===== src/rtl/booth_pkg.sv =====
// booth_pkg: shared state and operation encodings for the Booth multiplier family
package booth_pkg;

    typedef enum logic [1:0] {IDLE, RUN, DONE} state_t;

    typedef enum logic [1:0] {NOP, ADD, SUB} op_t;

    // Bits needed to hold values 0..v-1.
    function automatic int clog2(input int v);
        int r;
        r = 0;
        while ((1 << r) < v) r++;
        return r;
    endfunction

endpackage


===== src/rtl/booth_step.sv =====
// booth_step: one radix-2 Booth add/subtract plus arithmetic right shift of the accumulator
module booth_step
    import booth_pkg::*;
#(
    parameter int WIDTH = 8
) (
    input  logic [WIDTH:0] a,
    input  logic [WIDTH:0] m,
    input  logic           q0,
    input  logic           q_1,
    output logic [WIDTH:0] a_next,
    output logic           shift_in
);

    op_t            op;
    logic [WIDTH:0] sum;

    // Decode the bit pair, apply it, then shift; the bit falling out of A enters Q's MSB.
    always_comb begin
        op       = ({q0, q_1} == 2'b01) ? ADD : ({q0, q_1} == 2'b10) ? SUB : NOP;
        sum      = (op == ADD) ? a + m : (op == SUB) ? a - m : a;
        a_next   = {sum[WIDTH], sum[WIDTH:1]};
        shift_in = sum[0];
    end

endmodule


===== src/rtl/booth_seq_multiplier.sv =====
// booth_seq_multiplier: sequential signed radix-2 Booth multiplier, one step per clock
module booth_seq_multiplier
    import booth_pkg::*;
#(
    parameter int WIDTH = 8
) (
    input  logic                 clk,
    input  logic                 rst,
    input  logic                 start,
    input  logic [WIDTH-1:0]     multiplier,
    input  logic [WIDTH-1:0]     multiplicand,
    output logic [2*WIDTH-1:0]   product,
    output logic                 busy,
    output logic                 done
);

    localparam int CW = clog2(WIDTH + 1);

    state_t             state, state_n;
    logic [WIDTH:0]     a, a_n, m, m_n, a_step;
    logic [WIDTH-1:0]   q, q_n;
    logic               q_1, q_1_n, shift_in, done_n;
    logic [CW-1:0]      count, count_n;
    logic [2*WIDTH-1:0] product_n;

    booth_step #(.WIDTH(WIDTH)) u_step (
        .a        (a),
        .m        (m),
        .q0       (q[0]),
        .q_1      (q_1),
        .a_next   (a_step),
        .shift_in (shift_in)
    );

    assign busy = (state != IDLE);

    // Next-state and datapath update; registers hold unless the current state changes them.
    always_comb begin
        state_n   = state;
        a_n       = a;
        m_n       = m;
        q_n       = q;
        q_1_n     = q_1;
        count_n   = count;
        product_n = product;
        done_n    = 1'b0;
        case (state)
            IDLE: begin
                if (start) begin
                    state_n = RUN;
                    m_n     = {multiplicand[WIDTH-1], multiplicand};
                    a_n     = '0;
                    q_n     = multiplier;
                    q_1_n   = 1'b0;
                    count_n = CW'(WIDTH);
                end
            end
            RUN: begin
                a_n     = a_step;
                q_n     = {shift_in, q[WIDTH-1:1]};
                q_1_n   = q[0];
                count_n = count - CW'(1);
                state_n = (count_n == '0) ? DONE : RUN;
            end
            DONE: begin
                product_n = {a[WIDTH-1:0], q};
                done_n    = 1'b1;
                state_n   = IDLE;
            end
            default: state_n = IDLE;
        endcase
    end

    // State and datapath registers; reset discards any operation in flight.
    always_ff @(posedge clk) begin
        if (rst) begin
            state   <= IDLE;
            a       <= '0;
            m       <= '0;
            q       <= '0;
            q_1     <= 1'b0;
            count   <= '0;
            product <= '0;
            done    <= 1'b0;
        end else begin
            state   <= state_n;
            a       <= a_n;
            m       <= m_n;
            q       <= q_n;
            q_1     <= q_1_n;
            count   <= count_n;
            product <= product_n;
            done    <= done_n;
        end
    end

endmodule


===== config.mk =====
export PLATFORM = sky130hd
export DESIGN_NAME = booth_seq_multiplier
export DESIGN_NICKNAME = d
export VERILOG_FILES = /design/src/rtl/booth_pkg.sv /design/src/rtl/booth_step.sv /design/src/rtl/booth_seq_multiplier.sv
export SDC_FILE = /design/constraint.sdc
export NUM_CORES = 1
export LEC_CHECK = 0
export CORE_ASPECT_RATIO = 0.75
export CORE_UTILIZATION = 35
export DETAILED_ROUTE_END_ITERATION = 10
export GPL_TIMING_DRIVEN = 0
export PLACE_DENSITY = 0.66
export SLEW_MARGIN = 20
export SYNTH_ARGS = -nofsm -noshare
export SYNTH_HDL_FRONTEND = slang
export SYNTH_SLANG_ARGS = --single-unit

===== constraint.sdc =====
create_clock -name clk -period 4.2 [get_ports clk]
set_input_delay 0.63 -clock clk [delete_from_list [all_inputs] [get_ports clk]]
set_output_delay 0.63 -clock clk [all_outputs]
set_load 0.01 [all_outputs]

Yosys cells after proc, flatten, opt, wreduce, memory -nomap -nowiden
Index checks and enable logic that the tools add are counted.
{ "totals": {"ff_bits": 49, "out_inout_bits": 18} }
{ "classes": {"addsub": 3, "n_eq_ne": 7, "mux": 16, "reduce_logical": 6} }
{ "op_table": {"columns": ["operator", "count"], "rows": [
  ["$mux W9", 3],
  ["$pmux W9 S2", 1],
  ["$pmux W8 S2", 1],
  ["$add A9 B9 Y9", 1],
  ["$sub A9 B9 Y9", 1],
  ["$mux W2", 4],
  ["$mux W8", 1],
  ["$pmux W4 S2", 1],
  ["$eq A2 B1 Y1 const B", 3],
  ["$eq A2 B2 Y1 const B", 3],
  ["$logic_not A4 Y1", 1],
  ["$mux W4", 1],
  ["$pmux W2 S2", 1],
  ["$reduce_and A2 Y1", 2],
  ["$reduce_bool A2 Y1", 2],
  ["$sub A4 B1 Y4 const B", 1],
  ["$logic_not A2 Y1", 1],
  ["$mux W1", 2],
  ["$ne A2 B2 Y1 const B", 1],
  ["$pmux W1 S2", 1]
]} }

Logic depth before layout (Yosys ltp)
{ "logic_depth": {"ltp_word": 7, "ltp_mapped": 9, "depth_no_buf": 9} }

By module
From an unflattened synthesis, not the netlist that was laid out.
{ "hier_totals": {"cells_unflattened": 343, "hier_area_um2": 2738.9} }
{ "by_module_without_submodules": {"columns": ["module", "instances", "cells_per_inst", "area_each_um2", "seq_area_each_um2"], "rows": [
  ["booth_seq_multiplier", 1, 218, 1853.0, 980.9],
  ["booth_step", 1, 125, 885.8, 0.0]
]} }

Worst setup path before layout
No wires, ideal clock.
{ "synth_timing": {"path_kind": "register -> register", "startpoint": "reg a[0]", "endpoint": "reg a[7]", "setup_ps": 96, "arrival_ps": 1727, "required_ps": 4104, "setup_slack_ps": 2378, "path_stages_with_launch": 10, "n_path_buf": 0, "path_cell_list": "dfxtp_1 > inv_1 > ha_1 > inv_1 > fa_1 > a21oi_1 > o2bb2ai_1 > nor3b_1 > a211oi_1 > o41ai_2"} }
{ "synth_via": {"elab_chain_cells": 4, "word_cells_on_any_way": 5, "classes_between": "add/sub: 2; mux: 3"} }
{ "synth_lines": {"columns": ["item", "line", "source"], "rows": [
  ["from (decl)", "booth_seq_multiplier.sv:20", "logic [WIDTH:0] a, a_n, m, m_n, a_step;"],
  ["from (signal assigned)", "booth_seq_multiplier.sv:87", "a <= a_n;"],
  ["$sub A9 B9 Y9", "booth_step.sv:21", "sum = (op == ADD) ? a + m : (op == SUB) ? a - m : a;"],
  ["$mux W9", "booth_step.sv:21", null],
  ["$mux W9 (*)", "booth_step.sv:21", null],
  ["$pmux W9 S2 (*)", "booth_seq_multiplier.sv:47", "case (state)"]
]} }
Every way passes the cells marked *; elsewhere a longest branch is shown, timed or not.
A chain may end at the register's enable or synchronous reset.

Final worst setup path
{ "layout_timing": {"startpoint": "reg a[1]", "endpoint": "reg a[5]"} }
The elaborated chain is that of the path after synthesis.

==> flow_summary_export.csv <==
group,metric,value,unit
synthesis,yosys_warnings,0,
synthesis,ys.flop_type,"dfxtp_1",
setup_path,crit_arrival,2.32,ns
synthesis,synth_xor_area_share,1.25,%
finish,layout_common_cells,"nand2_1, dfxtp_1, clkdlybuf4s50_1, a21oi_1, nor2_1",
clock_tree,cts_resized,0,
drt,vias,2739,
setup_path,worst_setup_path_start_kind,"flip-flop",
floorplan,start_util,37.2,%
worst_hold_path,min_to,"product[4]",
clock_tree,post_cts_buffers,0,
synthesis,postSynthAreaPerCell,7.70,µm²
clock_tree,cts_root_buf,"clkbuf_8",
finish,diodes,0,
synthesis,synth_top_area_share,34.2,%
global_route,grt_antenna_before_repair,0,
synthesis,synth_cell_types,53,
synthesis,netlist_area,0.00281,mm²
global_route,use_met2,28.9,%
drt,routed_wl,7.65,mm
pwr,netSwitchingPower,325,µW
synthesis,synthSimpleGateAreaFrac,23.5,%
finish,fill_cells,748,
setup_path,rr_endpoint,"a[5]",
global_route,grt_pass1_wl,12.7,mm
pwr,vdd.ir_drop.worst,0.000150,V
synthesis,synthMuxAreaShare,1.07,%
setup_path,crit_required,4.37,ns
setup_path,criticalPathCategory,"reg2reg",
global_route,grt_overflow_total,0,
clock_tree,cts_tree,"built",
clock_tree,cts_htree_levels,2,
synthesis,synth_top_family_by_area,"simple AND/OR/NAND/NOR gates",
global_route,grt_max_degree,16,
timing,slew_viol_final,0,
status,status,"complete, no violations",
timing,setup_viol,0,
timing,clock_skew,0.00362,ns
finish,drive_gt1_share,6.60,%
pwr,clkPwrFrac,33.2,%
timing,finalCritPeriodShare,51.2,%
timing,grt_setup_unrepaired,"no",
clock_tree,clockBufferDepth,2,
setup_path,cp_cell_sequence,"inv_1 -> fa_1 -> o21bai_1 -> nand3b_1 -> a31oi_1 -> nand2b_1 -> a31oi_1",
drt,dr.first_iter.drc_count,225,
clock_tree,cts_buffers,5,
drt,dr.pass1.iters,5,
setup_path,regToRegStartpoint,"a[1]",
pwr,swShare,29.7,%
timing,slew_headroom,61.1,%
synthesis,synth_nets,406,
floorplan,ios,37,
timing,fin_tns_setup,0,ns
placement,finalWeightedCongestion,0.933,
drt,routedWlPerCell,15.0,µm
placement,port-buffer-count,36,
floorplan,fp.dieH,79.6,µm
global_route,grt.total_usage,19.2,%
pwr,cellPowerDensity,320,mW/mm²
synthesis,synth_compound_area_share,22.0,%
global_route,grt.busiest_layer,"met2",
setup_path,r2r_setup_slack,2.05,ns
finish,area_growth,21.6,%
pwr,power.share.sequential,45.4,%
drt,drcViolationCount,0,
setup_path,cpPeakStageDelay,0.48,ns
global_route,use_met1,28.5,%
floorplan,die_w,105,µm
worst_hold_path,whs_path_depth,2,
floorplan,core_area,0.00757,mm²
synthesis,synth-edff-count,0,
worst_hold_path,min_path_type,"reg2reg",
synthesis,seq_area_frac_synth,34.2,%
finish,final_nets,449,
setup_path,cp_common_cell,"a31oi_1",
placement,dp_slack,1.88,ns
timing,max_freq,465,MHz
global_route,grt_util_met3,2.86,%
finish,layout_commonest_cell,"nand2_1",
drt,drtAntennaViolNets,0,
clock_tree,insertion_delay,0.30,ns
timing,hold_viol,0,
synthesis,synth_largest_area_cell,"dfxtp_1",
synthesis,synthAdderAreaFrac,10.3,%
timing,worstMarginPinSlew,0.584,ns
job,cap_violations,0,
placement,dp_hpwl,5.68,mm
floorplan,rows,27,
clock_tree,cts_hold_buf,0,
setup_path,cp_slowest_cell,"dfxtp_1",
pwr,p_leak,1.29,nW
synthesis,ys_seq_elements,48,
pwr,pwr-share-comb,21.4,%
clock_tree,clkTransAtPathRegs,0.09,ns
setup_path,endpoint_kind,"flip-flop",
synthesis,yosys-top-cells-area,"dfxtp_1, nand2_1, ha_1",
global_route,grt_pass1_vias,2507,
synthesis,async_reset_ff_share,0,%
pwr,p_int,769,µW
timing,fin_crit,2.15,ns
setup_path,reg2reg_depth,7,
clock_tree,numClockSinks,48,
floorplan,die_area,0.00840,mm²
synthesis,synth_cells,365,
drt,vias_per_cell,5.37,
worst_hold_path,worstHoldStart,"product[4]",
setup_path,cp_max_fo,6,
timing,final.setup.worst_slack,2.05,ns
## sequential cells by signal, summed over array words and instances (netlist names)
register / cells
q: 8
product: 16
a: 8
count: 4
m: 8
done: 1
state: 2
q_1: 1
## power groups by stage
stage,Clock [mW],Sequential [mW],Combinational (mW)
floorplan,0,0.501,0.162
global placement,0,0.507,0.223
detailed placement,0,0.507,0.228
CTS,0.371,0.497,0.231
global route,0.388,0.500,0.260
finish,0.363,0.497,0.234
## cell families after synthesis
family | after synthesis
simple gates | 146
compound gates | 92
buf+inv | 50
flops | 48
fa+ha+maj | 22
xor+xnor | 4
mux | 3
## stage by stage
stage                     cells  hold slack [ns]  power (mW)  util (%)  cell area [µm²]
after floorplan             365            0.445       0.663         -             2810
after global placement      502            0.445       0.730      43.6             3300
after detailed placement    502            0.446       0.735      43.6             3300
after CTS                   510            0.460        1.10      45.2             3420
after global routing        510            0.479        1.15      45.2             3420
final                       510            0.458        1.09      45.2             3420
## how the worst max path moves through the flow
stage          startpoint           to  slack (ns)  depth (start not counted)
6_report             a[1]         a[5]        2.05                          7
5_1_grt              a[1]         a[5]        1.87                          7
4_1_cts          state[1]         busy        2.06                          4
3_5_place_dp          rst  product[15]        1.88                          4
3_3_place_gp          rst  product[13]        1.92                          4
2_1_floorplan        a[0]         a[7]        2.38                          9
## synthesized netlist by cell type (all sizes together) (3+ instances only)
cell type and count:
a211oi 5, a21oi 35, a311oi 10, a31oi 4, buf 16, clkbuf 8, dfxtp 48, ha 20
inv 26, mux2i 3, nand2 79, nand2b 11, nand3 3, nand3b 4, nand4 3, nor2 28
nor2b 6, nor3 3, o21ai 12, o21bai 4, xnor2 3
## layout make-up
cell class | instances | area, µm² | area share, %
flip-flops and latches | 48 | 961 | 28.1
plain buffers | 24 | 120 | 3.51
clock inverters | 2 | 38.8 | 1.13
multi-input cells | 267 | 1630 | 47.7
inverters | 26 | 97.6 | 2.85
repair buffers | 36 | 360 | 10.5
well taps | 101 | 126 | 3.70
clock buffers | 6 | 82.6 | 2.41
## critical path: cells and delay by family, from the launching register on
family,cells,cell delay [ns]
buffers and inverters,1,0.13
adder cells (fa/ha/maj),1,0.48
AND/OR/NAND/NOR,2,0.32
AO/OA/AOI/OAI,3,0.61
flip-flops,1,0.48
## metal layers
| layer | up-vias | routed length (µm) |
|---|---|---|
| li1 | 1342 | - |
| met1 | 1299 | 3930 |
| met2 | 91 | 3180 |
| met3 | 7 | 467 |
| met4 | 0 | 69 |
| met5 | - | 0 |
No activity file was read; power rests on OpenSTA's default activity.
==> edit: new RTL, same flow settings <==
`WIDTH` is set to 8 in 2 places; all go to 6.
--- a/src/rtl/booth_step.sv
+++ b/src/rtl/booth_step.sv
@@ -4,3 +4,3 @@
 #(
-    parameter int WIDTH = 8
+    parameter int WIDTH = 6
 ) (
--- a/src/rtl/booth_seq_multiplier.sv
+++ b/src/rtl/booth_seq_multiplier.sv
@@ -4,3 +4,3 @@
 #(
-    parameter int WIDTH = 8
+    parameter int WIDTH = 6
 ) (
Interface: changed (resized multiplicand, multiplier and product); port bits go from 37 to 29. The function was not compared with the original's and may differ.
==> edit against the unedited design <==
  * Sequential power shrank 23%
  * Wire length shrank 38%
  * Via count fell by 33%
  * Setup slack improved by 0.11 ns
  * Non-clock buffer count decreased by 18
  * Power is 27% lower
  * Area after synthesis is 26% lower
  * Sequential cell count decreased by 11
  * Design area decreased by 26%
  * Synthesized cell count fell by 29%
==> edit: results <==
[outcome]
status = "finished clean"

[grt]
grt_pass1_wl_mm = 8.08
grt_usage_pct = 16.8
grt_start_max_net_pins = 12
grt_pass1_vias = 1650
antenna_found_initial = 0

[logic_synthesis]
synth_compound_area_share_pct = 23.5
synth_commonest_cells = "37 x dfxtp_1, 36 x a21oi_1, 36 x nor2_1"
synth_xor_area_share_pct = 3.38
muxShareOfSynthArea_pct = 0.482
syn-instance-count = 259
yosysUniqueCellTypes = 43
synth-adder-area-share_pct = 11.6
async_flop_share_pct = 0
syn-num-nets = 292
yosysSeqAreaShare_pct = 35.7

[place]
io_buffer_count = 27
post_dp_cell_area_mm2 = 0.00244
dp_slack_ns = 2.01
hpwl_mm = 3.56
place_inst = 361
gp_congestion = 0.849

[finish]
drive_above_1_share_pct = 7.82
largest_reg_flops = 12
multi_input_gates = 185
buffers = 42
instances_no_fill = 369
multi_input_area_share_pct = 46.8
nonClkBufAreaFrac_pct = 13.5
area_growth_pct = 21.5
fillers = 578
n_all_inverters = 22
flops_and_latches = 37
clock_area_share_pct = 3.27
fin_nets = 326

[route]
drt_iter0_markers = 63
drtPass1Iterations = 4
wl_per_cell_um = 12.9

[timing]
maxSlewHeadroom_pct = 67.3
finClkSkew_ns = 0.00952
whs_ns = 0.453

[critical_path]
path_max_fanout = 7
cpMaxStageDelayCell = "clkdlybuf4s50_1"
crit_start = "state[1]$_SDFFE_PP0P_"
r2r_cells = 9
r2r_slack_ns = 2.20
arrival_ns = 1.41
r2r-start = "a[0]$_SDFFE_PP0P_"
critPathCapture = "busy"
crit_family = "buffers and inverters"

[min_path]
min_to = "product[1]$_SDFFE_PP0P_"
min_from = "product[1]$_SDFFE_PP0P_"

[die]
tap_cells = 75

[power]
p_leak_uw = 0.000971
peakVddDrop_v = 0.000133

[clocking]
cts_resized = 0
-- edit: cell count changes in the layout (fill, tap and decap cells not counted), moves of 4 or more --
cell and change:
o21ai_1 -5, nor2_1 +8, dfxtp_1 -11, a211oi_1 -4, a311oi_1 -6, clkdlybuf4s50_1 -9
nand2b_1 -8, nand2_1 -49, ha_1 -4, xnor2_1 +5
-- edit: where the power goes --
| group | leakage [uW] | internal (uW) | switching, uW |
|---|---|---|---|
| Combinational | 0.000624 | 74.0 | 91.2 |
| Clock | 0.0000450 | 115 | 130 |
| Sequential | 0.000302 | 368 | 16.6 |
| Total | 0.000971 | 557 | 238 |
-- edit: metal layers --
| layer | vias up | part of all wire (%) | GRT usage, % |
|---|---|---|---|
| met3 | 5 | 3.1 | 3.40 |
| met2 | 30 | 40 | 25.3 |
| li1 | 944 | - | - |
| met1 | 863 | 56 | 24.6 |
| met5 | - | 0 | 0 |
| met4 | 0 | 0.61 | 4.17 |
